`src/rtl/seg_scan_decoder.sv`:
```
// Decoder for a multiplexed 4-digit seven-segment display bus.
// Samples the scanned anode/cathode lines and rebuilds the digit values.
module seg_scan_decoder #(
   parameter int STABLE_CYCLES  = 16,
   parameter int TIMEOUT_CYCLES = 1000000
) (
   input  logic       clk,
   input  logic       rst,
   input  logic [3:0] an,
   input  logic [7:0] seg,
   output logic [3:0] min10,
   output logic [3:0] min1,
   output logic [3:0] sec10,
   output logic [3:0] sec1,
   output logic [3:0] dp,
   output logic [3:0] digit_err,
   output logic       frame_valid,
   output logic       stale
);

   localparam int SW = $clog2(STABLE_CYCLES + 1);
   localparam int TW = $clog2(TIMEOUT_CYCLES + 1);

   localparam logic [SW-1:0] STAB_MAX = SW'(STABLE_CYCLES);
   localparam logic [SW-1:0] STAB_PRE = SW'(STABLE_CYCLES - 1);
   localparam logic [TW-1:0] IDLE_MAX = TW'(TIMEOUT_CYCLES);
   localparam logic [TW-1:0] IDLE_PRE = TW'(TIMEOUT_CYCLES - 1);

   logic [3:0]      an_m, an_s;
   logic [7:0]      seg_m, seg_s;
   logic [11:0]     pat_q;
   logic            same;
   logic [SW-1:0]   stab_cnt;
   logic [TW-1:0]   idle_cnt;
   logic [3:0]      seen;
   logic [3:0]      seen_nxt;
   logic            onehot;
   logic [1:0]      sel;
   logic            capture;
   logic [3:0]      dec_val;
   logic            dec_err;
   logic [3:0][3:0] val;

   assign min10 = val[3];
   assign min1  = val[2];
   assign sec10 = val[1];
   assign sec1  = val[0];

   assign same     = ({an_s, seg_s} == pat_q);
   assign capture  = same && onehot && (stab_cnt == STAB_PRE);
   assign seen_nxt = seen | (4'b0001 << sel);

   // Two-flop synchronizer; idle display (all lines high) out of reset.
   always_ff @(posedge clk) begin
      if (rst) begin
         an_m  <= 4'hF;
         an_s  <= 4'hF;
         seg_m <= 8'hFF;
         seg_s <= 8'hFF;
      end else begin
         an_m  <= an;
         an_s  <= an_m;
         seg_m <= seg;
         seg_s <= seg_m;
      end
   end

   // Stability counter: restart on any pattern change, saturate when settled.
   always_ff @(posedge clk) begin
      if (rst) begin
         pat_q    <= 12'hFFF;
         stab_cnt <= '0;
      end else begin
         pat_q <= {an_s, seg_s};
         if (!same)
            stab_cnt <= '0;
         else if (stab_cnt != STAB_MAX)
            stab_cnt <= stab_cnt + 1'b1;
      end
   end

   // Map a single active-low anode to its digit slot.
   always_comb begin
      onehot = 1'b1;
      sel    = 2'd0;
      case (an_s)
         4'b0111: sel = 2'd3;
         4'b1011: sel = 2'd2;
         4'b1101: sel = 2'd1;
         4'b1110: sel = 2'd0;
         default: onehot = 1'b0;
      endcase
   end

   // Segment pattern (g..a, active low) to digit value.
   always_comb begin
      dec_err = 1'b0;
      dec_val = 4'hE;
      case (seg_s[6:0])
         7'b1000000: dec_val = 4'd0;
         7'b1111001: dec_val = 4'd1;
         7'b0100100: dec_val = 4'd2;
         7'b0110000: dec_val = 4'd3;
         7'b0011001: dec_val = 4'd4;
         7'b0010010: dec_val = 4'd5;
         7'b0000010: dec_val = 4'd6;
         7'b1111000: dec_val = 4'd7;
         7'b0000000: dec_val = 4'd8;
         7'b0010000: dec_val = 4'd9;
         7'b1111111: dec_val = 4'hF;
         default:    dec_err = 1'b1;
      endcase
   end

   // Digit registers: only the captured slot changes.
   always_ff @(posedge clk) begin
      if (rst) begin
         val       <= '0;
         dp        <= '0;
         digit_err <= '0;
      end else if (capture) begin
         val[sel]       <= dec_val;
         dp[sel]        <= ~seg_s[7];
         digit_err[sel] <= dec_err;
      end
   end

   // Frame tracking and idle timeout; a capture wins over a timeout.
   always_ff @(posedge clk) begin
      if (rst) begin
         seen        <= '0;
         frame_valid <= 1'b0;
         idle_cnt    <= '0;
         stale       <= 1'b0;
      end else begin
         frame_valid <= 1'b0;
         if (capture) begin
            idle_cnt <= '0;
            stale    <= 1'b0;
            if (seen_nxt == 4'hF) begin
               frame_valid <= 1'b1;
               seen        <= '0;
            end else begin
               seen <= seen_nxt;
            end
         end else begin
            if (idle_cnt != IDLE_MAX)
               idle_cnt <= idle_cnt + 1'b1;
            if (idle_cnt >= IDLE_PRE) begin
               stale <= 1'b1;
               seen  <= '0;
            end
         end
      end
   end

endmodule
```
`config.mk`:
```
export PLATFORM = sky130hd
export DESIGN_NAME = seg_scan_decoder
export DESIGN_NICKNAME = d
export VERILOG_FILES = /design/src/rtl/seg_scan_decoder.sv
export SDC_FILE = /design/constraint.sdc
export NUM_CORES = 1
export LEC_CHECK = 0
export BUFFER_PORTS_ARGS = -buffer_cell sky130_fd_sc_hd__clkbuf_2
export CORE_AREA = 2 2 86 88
export CTS_CLUSTER_DIAMETER = 40
export DETAILED_ROUTE_END_ITERATION = 8
export DIE_AREA = 0 0 88 90
export GPL_ROUTABILITY_DRIVEN = 1
export PLACE_DENSITY = 0.79
export SLEW_MARGIN = 30
export SYNTH_ARGS = -nofsm -noshare
export SYNTH_HDL_FRONTEND = slang
export SYNTH_SLANG_ARGS = --single-unit
```
`constraint.sdc`:
```
create_clock -name clk -period 2.2 [get_ports clk]
set_input_delay 0.22 -clock clk [delete_from_list [all_inputs] [get_ports clk]]
set_output_delay 0.22 -clock clk [all_outputs]
set_load 0.02 [all_outputs]
```
== Yosys cells after proc, flatten, opt, wreduce, memory -nomap -nowiden ==
Cells that the tools add are included.

* Flip-flop bits (word level): 91
* Output and inout port bits: 26
* Input bits: 14
* Word-level logic and storage cells: 70

* Equality and inequality tests: 19
* Bitwise gates (word level): 4
* Reductions and logical operators: 10
* $add $sub $neg: 2
* Shift-type cells: 1
* Muxes and demuxes: 15
* Magnitude comparators: 3

{| class="wikitable"
|+ Operators with widths
! kind !! number
|-
| 4-bit one-hot mux with 11 select lines || 1
|-
| 7-bit equality test (second input constant) || 4
|-
| 7-bit by 5-bit equality test with 1-bit output (second input constant) || 3
|-
| 20-bit by 1-bit adder with 20-bit output (second input constant) || 1
|-
| 20-bit greater-or-equal comparator (second input constant) || 1
|-
| 20-bit inequality test (second input constant) || 1
|-
| 16-bit bitwise mux || 1
|-
| 4-bit equality test (second input constant) || 4
|-
| 4-bit 2-to-1 mux || 4
|-
| 7-bit by 6-bit equality test with 1-bit output (second input constant) || 2
|-
| 12-bit equality test || 1
|-
| 11-bit OR reduction || 1
|-
| 4-bit bitwise mux || 2
|-
| 4-bit demux with 2-bit select || 1
|-
| 7-bit by 2-bit equality test with 1-bit output (second input constant) || 1
|-
| 7-bit zero test || 1
|-
| 2-bit one-hot mux with 3 select lines || 1
|-
| 2-bit OR reduction || 3
|-
| 5-bit by 1-bit adder with 5-bit output (second input constant) || 1
|-
| 5-bit by 4-bit equality test with 1-bit output (second input constant) || 1
|-
| 5-bit inequality test (second input constant) || 1
|-
| 4-bit by 3-bit equality test with 1-bit output (second input constant) || 1
|-
| 1-bit 2-to-1 mux || 4
|-
| 4-bit OR || 1
|-
| other kinds (8) || 12
|}

== Longest topological paths before layout ==
Gate-level depths: netlist (run 1).

* Depth after elaboration: 7
* Gate-level depth with buffers: 8
* Mapped depth without buffers: 7

== Worst setup path after synthesis (run 1) ==
OpenSTA, ideal clock, no wires.

* Path kind: register to register
* Start: register idle_cnt[0]
* End: register idle_cnt[1]
* Arrival time: 1.889 ns
* Cell stages (with the launch flop): 8
* Required time: 2.083 ns
* Buffers on the path: 0
* Library setup time: 0.117 ns
* Setup slack: 0.194 ns
* Period minus slack after synthesis: 2.006 ns
* Path through: dfxtp_1 > inv_1 > ha_1 > or4b_1 > or4_1 > nor3_2 > mux2i_1 > nor2_1

* Cells in the longest elaborated chain, start to end: 1
* Elaborated cells on any way between the ends: 2
* Classes of those cells: 1 x add/sub; 1 x eq/ne

{| class="wikitable"
|+ RTL lines
! element !! line !! RTL
|-
| start, declared || 34 || <nowiki>logic [TW-1:0] idle_cnt;</nowiki>
|-
| start signal, assigned || 148 || <nowiki>idle_cnt <= idle_cnt + 1'b1;</nowiki>
|-
| 20-bit by 1-bit adder with 20-bit output or 20-bit inequality test (tied branches) || 148, 147 ||
|}

Several ways; a longest one is shown, not always the timed one.
A chain may end at the register's enable or synchronous reset.

== Final worst setup path (run 1) ==
* Start: register seg_s[4]
* End: register val, in the netlist min10[2]

* Cells in the longest elaborated chain, start to end: 3
* Elaborated cells on any way between the ends: 16
* Classes of those cells: 11 x eq/ne; 2 x mux; 3 x reduce/logical

{| class="wikitable"
|+ RTL lines
! element !! line !! RTL
|-
| start, declared || 30 || <nowiki>logic [7:0] seg_m, seg_s;</nowiki>
|-
| start signal, assigned || 64 || <nowiki>seg_s <= seg_m;</nowiki>
|-
| 7-bit equality test (tied with other cells) || 99 || <nowiki>case (seg_s[6:0])</nowiki>
|-
| 4-bit one-hot mux with 11 select lines or 1-bit logical AND (tied branches) || 99, 50 ||
|-
| 16-bit bitwise mux or 1-bit logical AND (tied branches) || 122, 50 ||
|-
| end signal, assigned by index || 122 || <nowiki>val[sel] <= dec_val;</nowiki>
|-
| end, declared || 42 || <nowiki>logic [3:0][3:0] val;</nowiki>
|}

Several ways; a longest one is shown, not always the timed one.

==> flow_metrics.env, run 1 <==
export IMPL_dpl_cell_area_um2=4310
export IMPL_gp_congestion=0.869
export IMPL_final_hold_viol_count=0
export IMPL_fin_crit_ps=2100
export IMPL_reg2reg_depth=6
export IMPL_antenna_left=0
export IMPL_finalSetupViolCount=0
export IMPL_slew_violations=0
export IMPL_max_freq_mhz=475
export IMPL_drt_iter0_markers=219
export IMPL_yosys_top_cells_area="dfxtp_1, xnor2_1, or2_2"
export IMPL_yosys_area_share_adder=0.0159
export IMPL_synth_edf_count=0
export IMPL_gr_usage_all_layers=0.209
export IMPL_ys_seq_area_frac=0.462
export IMPL_yosys_area_top_type="dfxtp_1"
export IMPL_synth_top_family_by_area="simple AND/OR/NAND/NOR gates"
export IMPL_cts_clk_slew_worst_paths_ps=90
export IMPL_cts_root_buf="clkbuf_8"
export IMPL_cp_start_kind="flip-flop"
export IMPL_clkSinkCount=91
export IMPL_fin_skew_ps=6.04
export IMPL_min_path_cells=2
export IMPL_route_met2_wl_um=3810
export IMPL_worstPathRequired_ps=2440
export IMPL_min_to="seg_m[3]"
export IMPL_synthCells=421
export IMPL_cts_tree="done"
export IMPL_synth_compound_area_frac=0.122
export IMPL_synth_most_common_cell="dfxtp_1"
export IMPL_dieArea_um2=7920
export IMPL_synthSimpleGateAreaFrac=0.242
export IMPL_start_util=0.562
export IMPL_cts_resized=0
export IMPL_drive_gt1_frac=0.282
export IMPL_cts_hold_buf=0
export IMPL_power_density_nw_per_um2=697
export IMPL_drcViolationCount=0
export IMPL_dp_hpwl_um=5700
export IMPL_h_tree_depth=3
export IMPL_grt_pass1_wl_um=13200
export IMPL_vias=3147
export IMPL_wl_per_cell_um=13.6
export IMPL_final_util=0.650
export IMPL_hold_path_class="in2reg"
export IMPL_highest_signal_layer="met4"
export IMPL_met1_length_um=3590
export IMPL_worst_setup_path_type="reg2reg"
export IMPL_syn_area_per_cell_um2=9.37
export IMPL_nNetsFinal=489
export IMPL_clkLatencyLatePin_ps=360
export IMPL_clk_path_buf_depth=2
export IMPL_ys_ff_latch=91
export IMPL_finalInstanceArea_um2=4560
export IMPL_synth_cell_types=54
export IMPL_vias_per_cell=5.48
export IMPL_tightest_slew_ps=555
export IMPL_ys_flop_type="dfxtp_1"
export IMPL_reg2reg_slack_ps=100
export IMPL_hp_start="seg[3]"
export IMPL_cp_end_kind="flip-flop"
export IMPL_synthesis_area_um2=3950
export IMPL_reg2reg_from="seg_s[4]"
export IMPL_outcome="completed"
export IMPL_fin_tns_setup_ps=0
export IMPL_wirelength_um=7820
export IMPL_first_pass_iters=4
export IMPL_vdd_drop_max_v=0.000422
export IMPL_core_area_um2=7020
export IMPL_post_cts_buffers=0
export IMPL_drv_cap=0
export IMPL_die_w_um=88
export IMPL_muxShareOfSynthArea=0.0203
export IMPL_placement_rows=31
export IMPL_dieHeight_um=90
export IMPL_cp_max_fo=3
export IMPL_p_leak_nw=1.66
export IMPL_grt_overflow=0
export IMPL_io_pins=40
export IMPL_portBuffers=39
export IMPL_syn_nets=440
export IMPL_ys_warn_count=0
export IMPL_timing_rr_end="min10[2]"
export IMPL_post_route_period_util=0.957
export IMPL_arrival_ps=2340
export IMPL_dr_wl_met3_um=343
export IMPL_slew_headroom=0.625
export IMPL_rsz0062_at_grt="false"
export IMPL_ys_async_sr_fraction=0
export IMPL_cts_made_buffers=9
export IMPL_synth_xor_area_frac=0.0863
export IMPL_grt_pass1_vias=2918
export IMPL_yosysTopAreaCellShare=0.462
export IMPL_antenna_cells=0
export IMPL_syn_to_final_growth_pct=15.6
export IMPL_grt_max_degree=45
export IMPL_synthTopCellsByCount="dfxtp_1, nor2_1, or2_2, xnor2_1, inv_1"
export IMPL_antenna_found_initial=0
-- cells in the final DEF, fill, tap and decap left out, types with 6 or more instances in the layout --
master and count:
a211oi_1 6, a21oi_1 20, inv_1 20, buf_4 23, xnor2_1 26, o21ai_0 15, nor4_1 8, mux2i_1 8
or3_1 6, nand2_1 12, xor2_1 6, dfxtp_1 85, a31oi_1 6, nor3_1 13, clkbuf_8 9, or2_2 36
nor2_1 36, nand4_1 11, clkbuf_2 39, nand3_1 14
-- layout make-up --
cell class | instances | area, um2
fillers | 576 | 2460
multi-input cells | 285 | 1930
flip-flops and latches | 91 | 1830
repair buffers | 62 | 368
clock buffers | 9 | 124
well taps | 99 | 124
clock inverters | 7 | 101
inverters | 21 | 78.8
-- critical path: stages (launching register included) --
cell       delay, ps
dfxtp_1          380
or3b_2           520
a2111oi_4        390
o311ai_0         260
buf_4            220
mux2i_1          150
nor2_1            60
-- worst max path at each step --
stage | end | startpoint | cells after the start
after floorplan | idle_cnt[1] | idle_cnt[0] | 7
after global placement | idle_cnt[1] | idle_cnt[0] | 7
after detailed placement | idle_cnt[1] | idle_cnt[0] | 7
after CTS | idle_cnt[1] | idle_cnt[0] | 7
after global routing | idle_cnt[9] | an_s[1] | 7
final | min10[2] | seg_s[4] | 6
-- stage by stage --
step	setup slack (ps)	hold slack, ps	total power (W)	std cells
after floorplan	194	324	0.00190	421
after global placement	138	392	0.00197	558
after detailed placement	49.1	394	0.00198	558
after CTS	31.1	25.5	0.00321	574
after global routing	0.981	26.1	0.00330	574
final	95.6	36.9	0.00318	574
-- registers in the layout, indices dropped and copies added, names as in the netlist --
signal / flops
digit_err: 4
sec10: 4
dp: 4
idle_cnt: 20
seg_s: 8
an_s: 4
sec1: 4
pat_q: 12
an_m: 4
min1: 4
seen: 4
min10: 4
stale: 1
frame_valid: 1
stab_cnt: 5
seg_m: 8
-- kinds of logic (layout without fill, tap and decap cells) --
group / Yosys count / after routing
mux: 8 / 8
xor+xnor: 35 / 35
buf+inv: 45 / 99
fa+ha+maj: 5 / 5
simple gates: 164 / 164
flops: 91 / 91
compound gates: 73 / 73
-- routing by layer --
metal | vias up | track usage
li1 | 1582 | -
met5 | - | 0
met3 | 8 | 0.0349
met4 | 0 | 0.0949
met1 | 1476 | 0.285
met2 | 81 | 0.321
-- where the power goes --
group	internal [W]	total, W	switching, W
Combinational	0.000107	0.000234	0.000126
Clock	0.000647	0.00124	0.000591
Sequential	0.00168	0.00171	0.0000307
(Power assumes the default switching activity.)
==> run 2, diff against run 1 <==
--- a/config.mk
+++ b/config.mk
@@ -6,12 +6,12 @@
 export NUM_CORES = 1
 export LEC_CHECK = 0
 export BUFFER_PORTS_ARGS = -buffer_cell sky130_fd_sc_hd__clkbuf_2
-export CORE_AREA = 2 2 86 88
+export CORE_AREA = 2 2 118 120
 export CTS_CLUSTER_DIAMETER = 40
 export DETAILED_ROUTE_END_ITERATION = 8
-export DIE_AREA = 0 0 88 90
+export DIE_AREA = 0 0 120 122
 export GPL_ROUTABILITY_DRIVEN = 1
-export PLACE_DENSITY = 0.79
+export PLACE_DENSITY = 0.48
 export SLEW_MARGIN = 30
 export SYNTH_ARGS = -nofsm -noshare
 export SYNTH_HDL_FRONTEND = slang
==> run 2 against run 1 <==
Net effect:
- power up 12%
- critical endpoint is now idle_cnt[1]
- clock skew grew 2.4 ps
- critical path type unchanged
- worst hold slack improved by 10 ps
- critical path depth grew 1
- clock power increased by 27%
- non-clock buffer count up 11
- utilization shrank 29 points
- setup slack got worse by 24 ps
==> flow_metrics.env, run 2 (synthesis results as in run 1) <==
export IMPL_cp_max_fo=5
export IMPL_finalSetupViolCount=0
export IMPL_power_density_nw_per_um2=730
export IMPL_grt_max_degree=50
export IMPL_final_hold_viol_count=0
export IMPL_slowest_stage="or4_4"
export IMPL_clkSinkCount=91
export IMPL_grt_pass1_vias=2963
export IMPL_dieArea_um2=14600
export IMPL_drcViolationCount=0
export IMPL_core_area_um2=13500
export IMPL_drt_iter0_markers=143
export IMPL_antenna_cells=0
export IMPL_vdd_drop_max_v=0.000372
export IMPL_syn_to_final_growth_pct=23.3
export IMPL_portBuffers=39
export IMPL_fin_skew_ps=8.41
export IMPL_cp_slowest_stage_delay_ps=510
export IMPL_worstPathRequired_ps=2440
export IMPL_first_pass_iters=4
export IMPL_cp_end_kind="flip-flop"
export IMPL_p_leak_nw=1.77
export IMPL_dp_hpwl_um=6450
export IMPL_nNetsFinal=500
export IMPL_rsz0062_at_grt="true"
export IMPL_gr_usage_all_layers=0.131
export IMPL_gp_congestion=0.756
export IMPL_clk_path_buf_depth=2
export IMPL_dieHeight_um=122
export IMPL_vias_per_cell=4.71
export IMPL_most_common_layout_cells="dfxtp_1, clkbuf_2, or2_2, nor2_1, buf_4"
export IMPL_hold_path_class="in2reg"
export IMPL_top_register="idle_cnt"
export IMPL_path_buf_inv=1
export IMPL_fin_tns_setup_ps=0
export IMPL_crit_path_start="idle_cnt[0]"
export IMPL_outcome="completed"
export IMPL_reg2reg_from="idle_cnt[0]"
export IMPL_slew_violations=0
export IMPL_slew_headroom=0.423
export IMPL_cp_cell_sequence="inv_2, ha_1, or4b_4, or4_4, nor3_4, mux2i_1, nor2_1"
export IMPL_layout_commonest_cell="dfxtp_1"
export IMPL_critPathTopFamily="simple AND/OR/NAND/NOR gates"
export IMPL_reg_top3="idle_cnt (20), pat_q (12)"
export IMPL_tightest_slew_ps=853
export IMPL_fin_crit_ps=2130
export IMPL_antenna_found_initial=0
export IMPL_power_w=0.00355
export IMPL_start_util=0.292
export IMPL_drv_cap=0
export IMPL_cts_root_buf="clkbuf_16"
export IMPL_wirelength_um=9000
export IMPL_cp_start_kind="flip-flop"
export IMPL_finalNonFillerCells=666
export IMPL_grt_pass1_wl_um=14900
export IMPL_worst_setup_path_type="reg2reg"
export IMPL_hp_start="seg[2]"
export IMPL_fillerInstances=1390
export IMPL_drive_gt1_frac=0.300
export IMPL_holdWs_ps=47.2
export IMPL_cts_hold_buf=0
export IMPL_max_freq_mhz=470
export IMPL_wl_per_cell_um=13.5
export IMPL_placement_rows=43
export IMPL_post_route_period_util=0.968
export IMPL_vias=3135
export IMPL_cts_made_buffers=9
export IMPL_die_w_um=120
export IMPL_h_tree_depth=3
export IMPL_cts_clk_slew_worst_paths_ps=70
export IMPL_antenna_left=0
export IMPL_io_pins=40
export IMPL_largest_reg_flops=20
export IMPL_arrival_ps=2370
export IMPL_grt_overflow=0
export IMPL_place_inst=649
export IMPL_clkLatencyLatePin_ps=350
export IMPL_final_util=0.360
export IMPL_cts_tree="done"
[run 2: worst paths after layout]
check	slack, ps	endpoint	depth (start not counted)
worst min register to register	410	seg_s[6]	1
worst max-delay path	70	idle_cnt[1]	7
worst max register to register	70	idle_cnt[1]	7
worst min-delay path	50	seg_m[2]	2
[run 2: repair_timing]
item / CTS / global route
pin swaps: 1 / 3
resized for setup: 4 / 9
buffers inserted: 0 / 1
gates cloned: 0 / 0
setup endpoints to repair: 1 / 11
[run 2: layout make-up]
class | instances | area (um2) | area share
Clock buffer | 9 | 225 | 0.0463
Clock inverter | 7 | 75.1 | 0.0154
Inverter | 21 | 78.8 | 0.0162
Multi-Input combinational cell | 285 | 1970 | 0.406
Sequential cell | 91 | 1820 | 0.375
Tap cell | 180 | 225 | 0.0463
Timing Repair Buffer | 73 | 463 | 0.0952
[run 2: metal layers]
layer  share of wire  vias up  GRT usage
li1                -     1603          -
met1            0.51     1464      0.183
met2            0.43       52      0.189
met3           0.040       16     0.0342
met4           0.022        0     0.0581
met5               0        -          0
[run 2: report_power, final]
part | leakage [nW] | switching (W) | total, W | internal, W
clock | 0.150 | 0.000683 | 0.00157 | 0.000888
combinational | 0.878 | 0.000152 | 0.000280 | 0.000128
sequential | 0.741 | 0.0000215 | 0.00170 | 0.00168
total | 1.77 | 0.000856 | 0.00355 | 0.00270
[run 2: worst reg2reg max path, cell delays in order, from the launching register on]
cell	delay (ps)
dfxtp_2	350
inv_2	60
ha_1	140
or4b_4	450
or4_4	510
nor3_4	250
mux2i_1	210
nor2_1	50
[run 2: through the flow]
step                cell area (um2)  setup WS (ps)
finish                         4860           71.2
global route                   4860          -35.2
CTS                            4820           13.0
detailed placement             4500          -15.9
global placement               4500          -18.1
floorplan                      3950            194
==> run 3, diff against run 2 <==
--- a/config.mk
+++ b/config.mk
@@ -6,12 +6,13 @@
 export NUM_CORES = 1
 export LEC_CHECK = 0
 export BUFFER_PORTS_ARGS = -buffer_cell sky130_fd_sc_hd__clkbuf_2
-export CORE_AREA = 2 2 118 120
+export CORE_AREA = 2 2 86 88
 export CTS_CLUSTER_DIAMETER = 40
 export DETAILED_ROUTE_END_ITERATION = 8
-export DIE_AREA = 0 0 120 122
+export DIE_AREA = 0 0 88 90
 export GPL_ROUTABILITY_DRIVEN = 1
-export PLACE_DENSITY = 0.48
+export PLACE_DENSITY = 0.79
+export REMOVE_ABC_BUFFERS = 1
 export SLEW_MARGIN = 30
 export SYNTH_ARGS = -nofsm -noshare
 export SYNTH_HDL_FRONTEND = slang
==> run 3 against run 2 <==
Net effect:
- design area decreased by 5.0%
- largest cell class unchanged
- clock-buffer cell count is 3 higher
- maximum frequency decreased by 0.23%
- power decreased by 2.7%
- clock power decreased by 4%
- critical path depth fell by 2
- global-route usage increased by 9.3 points
- utilization rose by 30 points
- critical endpoint is now sec1[1]
- sequential share of layout area increased by 2.1 points
==> flow_metrics.env, run 3 (synthesis results as in run 1) <==
export IMPL_vias=3177
export IMPL_wl_per_cell_um=14.9
export IMPL_tightest_slew_ps=765
export IMPL_pwr_share_seq=0.494
export IMPL_antenna_left=0
export IMPL_slew_headroom=0.483
export IMPL_dp_slack_ps=52.8
export IMPL_clk_path_buf_depth=2
export IMPL_post_route_period_util=0.970
export IMPL_core_area_um2=7020
export IMPL_final_util=0.658
export IMPL_drcViolationCount=0
export IMPL_hp_start="seg[0]"
export IMPL_grt_max_degree=54
export IMPL_cts_made_buffers=9
export IMPL_dieHeight_um=90
export IMPL_final_hold_viol_count=0
export IMPL_dieArea_um2=7920
export IMPL_io_pins=40
export IMPL_antenna_cells=0
export IMPL_layout_commonest_cell="dfxtp_1"
export IMPL_p_clk_frac=0.436
export IMPL_die_w_um=88
export IMPL_holdWs_ps=33.4
export IMPL_p_sw_frac=0.213
export IMPL_crit_path_start="seg_s[4]"
export IMPL_hold_path_class="in2reg"
export IMPL_placement_rows=31
export IMPL_outcome="completed"
export IMPL_wirelength_um=8540
export IMPL_grt_pass1_vias=3027
export IMPL_timing_rr_end="sec1[1]"
export IMPL_gr_usage_all_layers=0.225
export IMPL_cts_hold_buf=0
export IMPL_p_int_w=0.00272
export IMPL_max_freq_mhz=469
export IMPL_clkSinkCount=91
export IMPL_first_pass_iters=4
export IMPL_reg2reg_depth=5
export IMPL_most_common_layout_cells="dfxtp_1, clkbuf_2, or2_2, nor2_1, xnor2_1"
export IMPL_fin_skew_ps=9.43
export IMPL_h_tree_depth=3
export IMPL_power_w=0.00346
export IMPL_switchingPower_w=0.000736
export IMPL_cp_end_kind="flip-flop"
export IMPL_antenna_found_initial=0
export IMPL_dp_hpwl_um=6040
export IMPL_portBuffers=39
export IMPL_start_util=0.562
export IMPL_largest_reg_flops=20
export IMPL_min_path_cells=2
export IMPL_p_leak_nw=1.70
export IMPL_cp_start_kind="flip-flop"
export IMPL_worst_setup_path_type="reg2reg"
export IMPL_rsz0062_at_grt="true"
export IMPL_reg2reg_from="seg_s[4]"
export IMPL_drive_gt1_frac=0.278
export IMPL_vias_per_cell=5.53
export IMPL_multi_input_area_um2=1930
export IMPL_arrival_ps=2360
export IMPL_reg_top3="idle_cnt (20), pat_q (12)"
export IMPL_vdd_drop_max_v=0.000332
export IMPL_finalSetupViolCount=0
export IMPL_cts_root_buf="clkbuf_8"
export IMPL_power_density_nw_per_um2=748
export IMPL_fin_crit_ps=2130
export IMPL_clkLatencyLatePin_ps=360
export IMPL_p_comb_frac=0.070
export IMPL_drv_cap=0
export IMPL_register_area_um2=1830
export IMPL_slew_violations=0
export IMPL_top_register="idle_cnt"
export IMPL_cp_max_fo=7
export IMPL_min_to="seg_m[0]"
export IMPL_worstPathRequired_ps=2430
export IMPL_nNetsFinal=489
export IMPL_grt_overflow=0
export IMPL_fillerInstances=583
export IMPL_cts_tree="done"
export IMPL_layout_setup_ws_ps=66.2
export IMPL_grt_pass1_wl_um=14100
export IMPL_reg2reg_slack_ps=70
export IMPL_gp_congestion=0.842
export IMPL_cts_clk_slew_worst_paths_ps=90
export IMPL_syn_to_final_growth_pct=17.1
export IMPL_drt_iter0_markers=203
## run 3: cell count changes in the layout (fill, tap and decap cells not counted), sizes merged
cell	change
inv	-2
clkbuf	+3
clkinv	-4
bufinv	+3
buf	-11
## run 3: final cells by class
cell class | count | share of cell area
Tap cell | 99 | 0.0268
Sequential cell | 91 | 0.396
Clock inverter | 4 | 0.0260
Inverter | 21 | 0.0171
Timing Repair Buffer | 62 | 0.0823
Clock buffer | 12 | 0.0336
Multi-Input combinational cell | 285 | 0.418
## run 3: worst max-delay path by stage
stage / to / slack [ps]
floorplan: idle_cnt[0] / -640
global placement: sec1[1] / 140
detailed placement: idle_cnt[1] / 50
CTS: idle_cnt[1] / 40
global route: digit_err[0] / -30
finish: sec1[1] / 70
## run 3: power by group through the flow
stage                     logic [W]  clock network [W]  registers, W
after floorplan            0.000132                  0       0.00174
after global placement     0.000229                  0       0.00174
after global routing       0.000263            0.00158       0.00171
after CTS                  0.000239            0.00152       0.00171
after detailed placement   0.000237                  0       0.00175
final                      0.000242            0.00151       0.00171
## run 3: per-layer routing
metal | up-vias | routed length, um | track usage
met1 | 1490 | 3840 | 0.289
met4 | 0 | 197 | 0.0859
met5 | - | 0 | 0
li1 | 1575 | - | -
met2 | 92 | 4150 | 0.364
met3 | 20 | 353 | 0.0487
## run 3: through the flow
step           cell area [um2]  instances  setup TNS, ps
5_1_grt                   4620        574           -155
6_report                  4620        574              0
3_3_place_gp              4330        558              0
3_5_place_dp              4330        558              0
4_1_cts                   4600        574              0
2_1_floorplan             3820        397         -13340
## run 3: what timing repair did
action / in CTS / in global routing
setup buffers: 0 / 0
endpoints found under the setup margin: 0 / 28
gates resized for setup: 0 / 10
## run 3: worst max-delay path: stages (launching register included)
cell and delay (ps):
dfxtp_1 380, or3b_2 520, a2111oi_4 410, nor3b_2 150, a21oi_1 370, a311oi_1 170
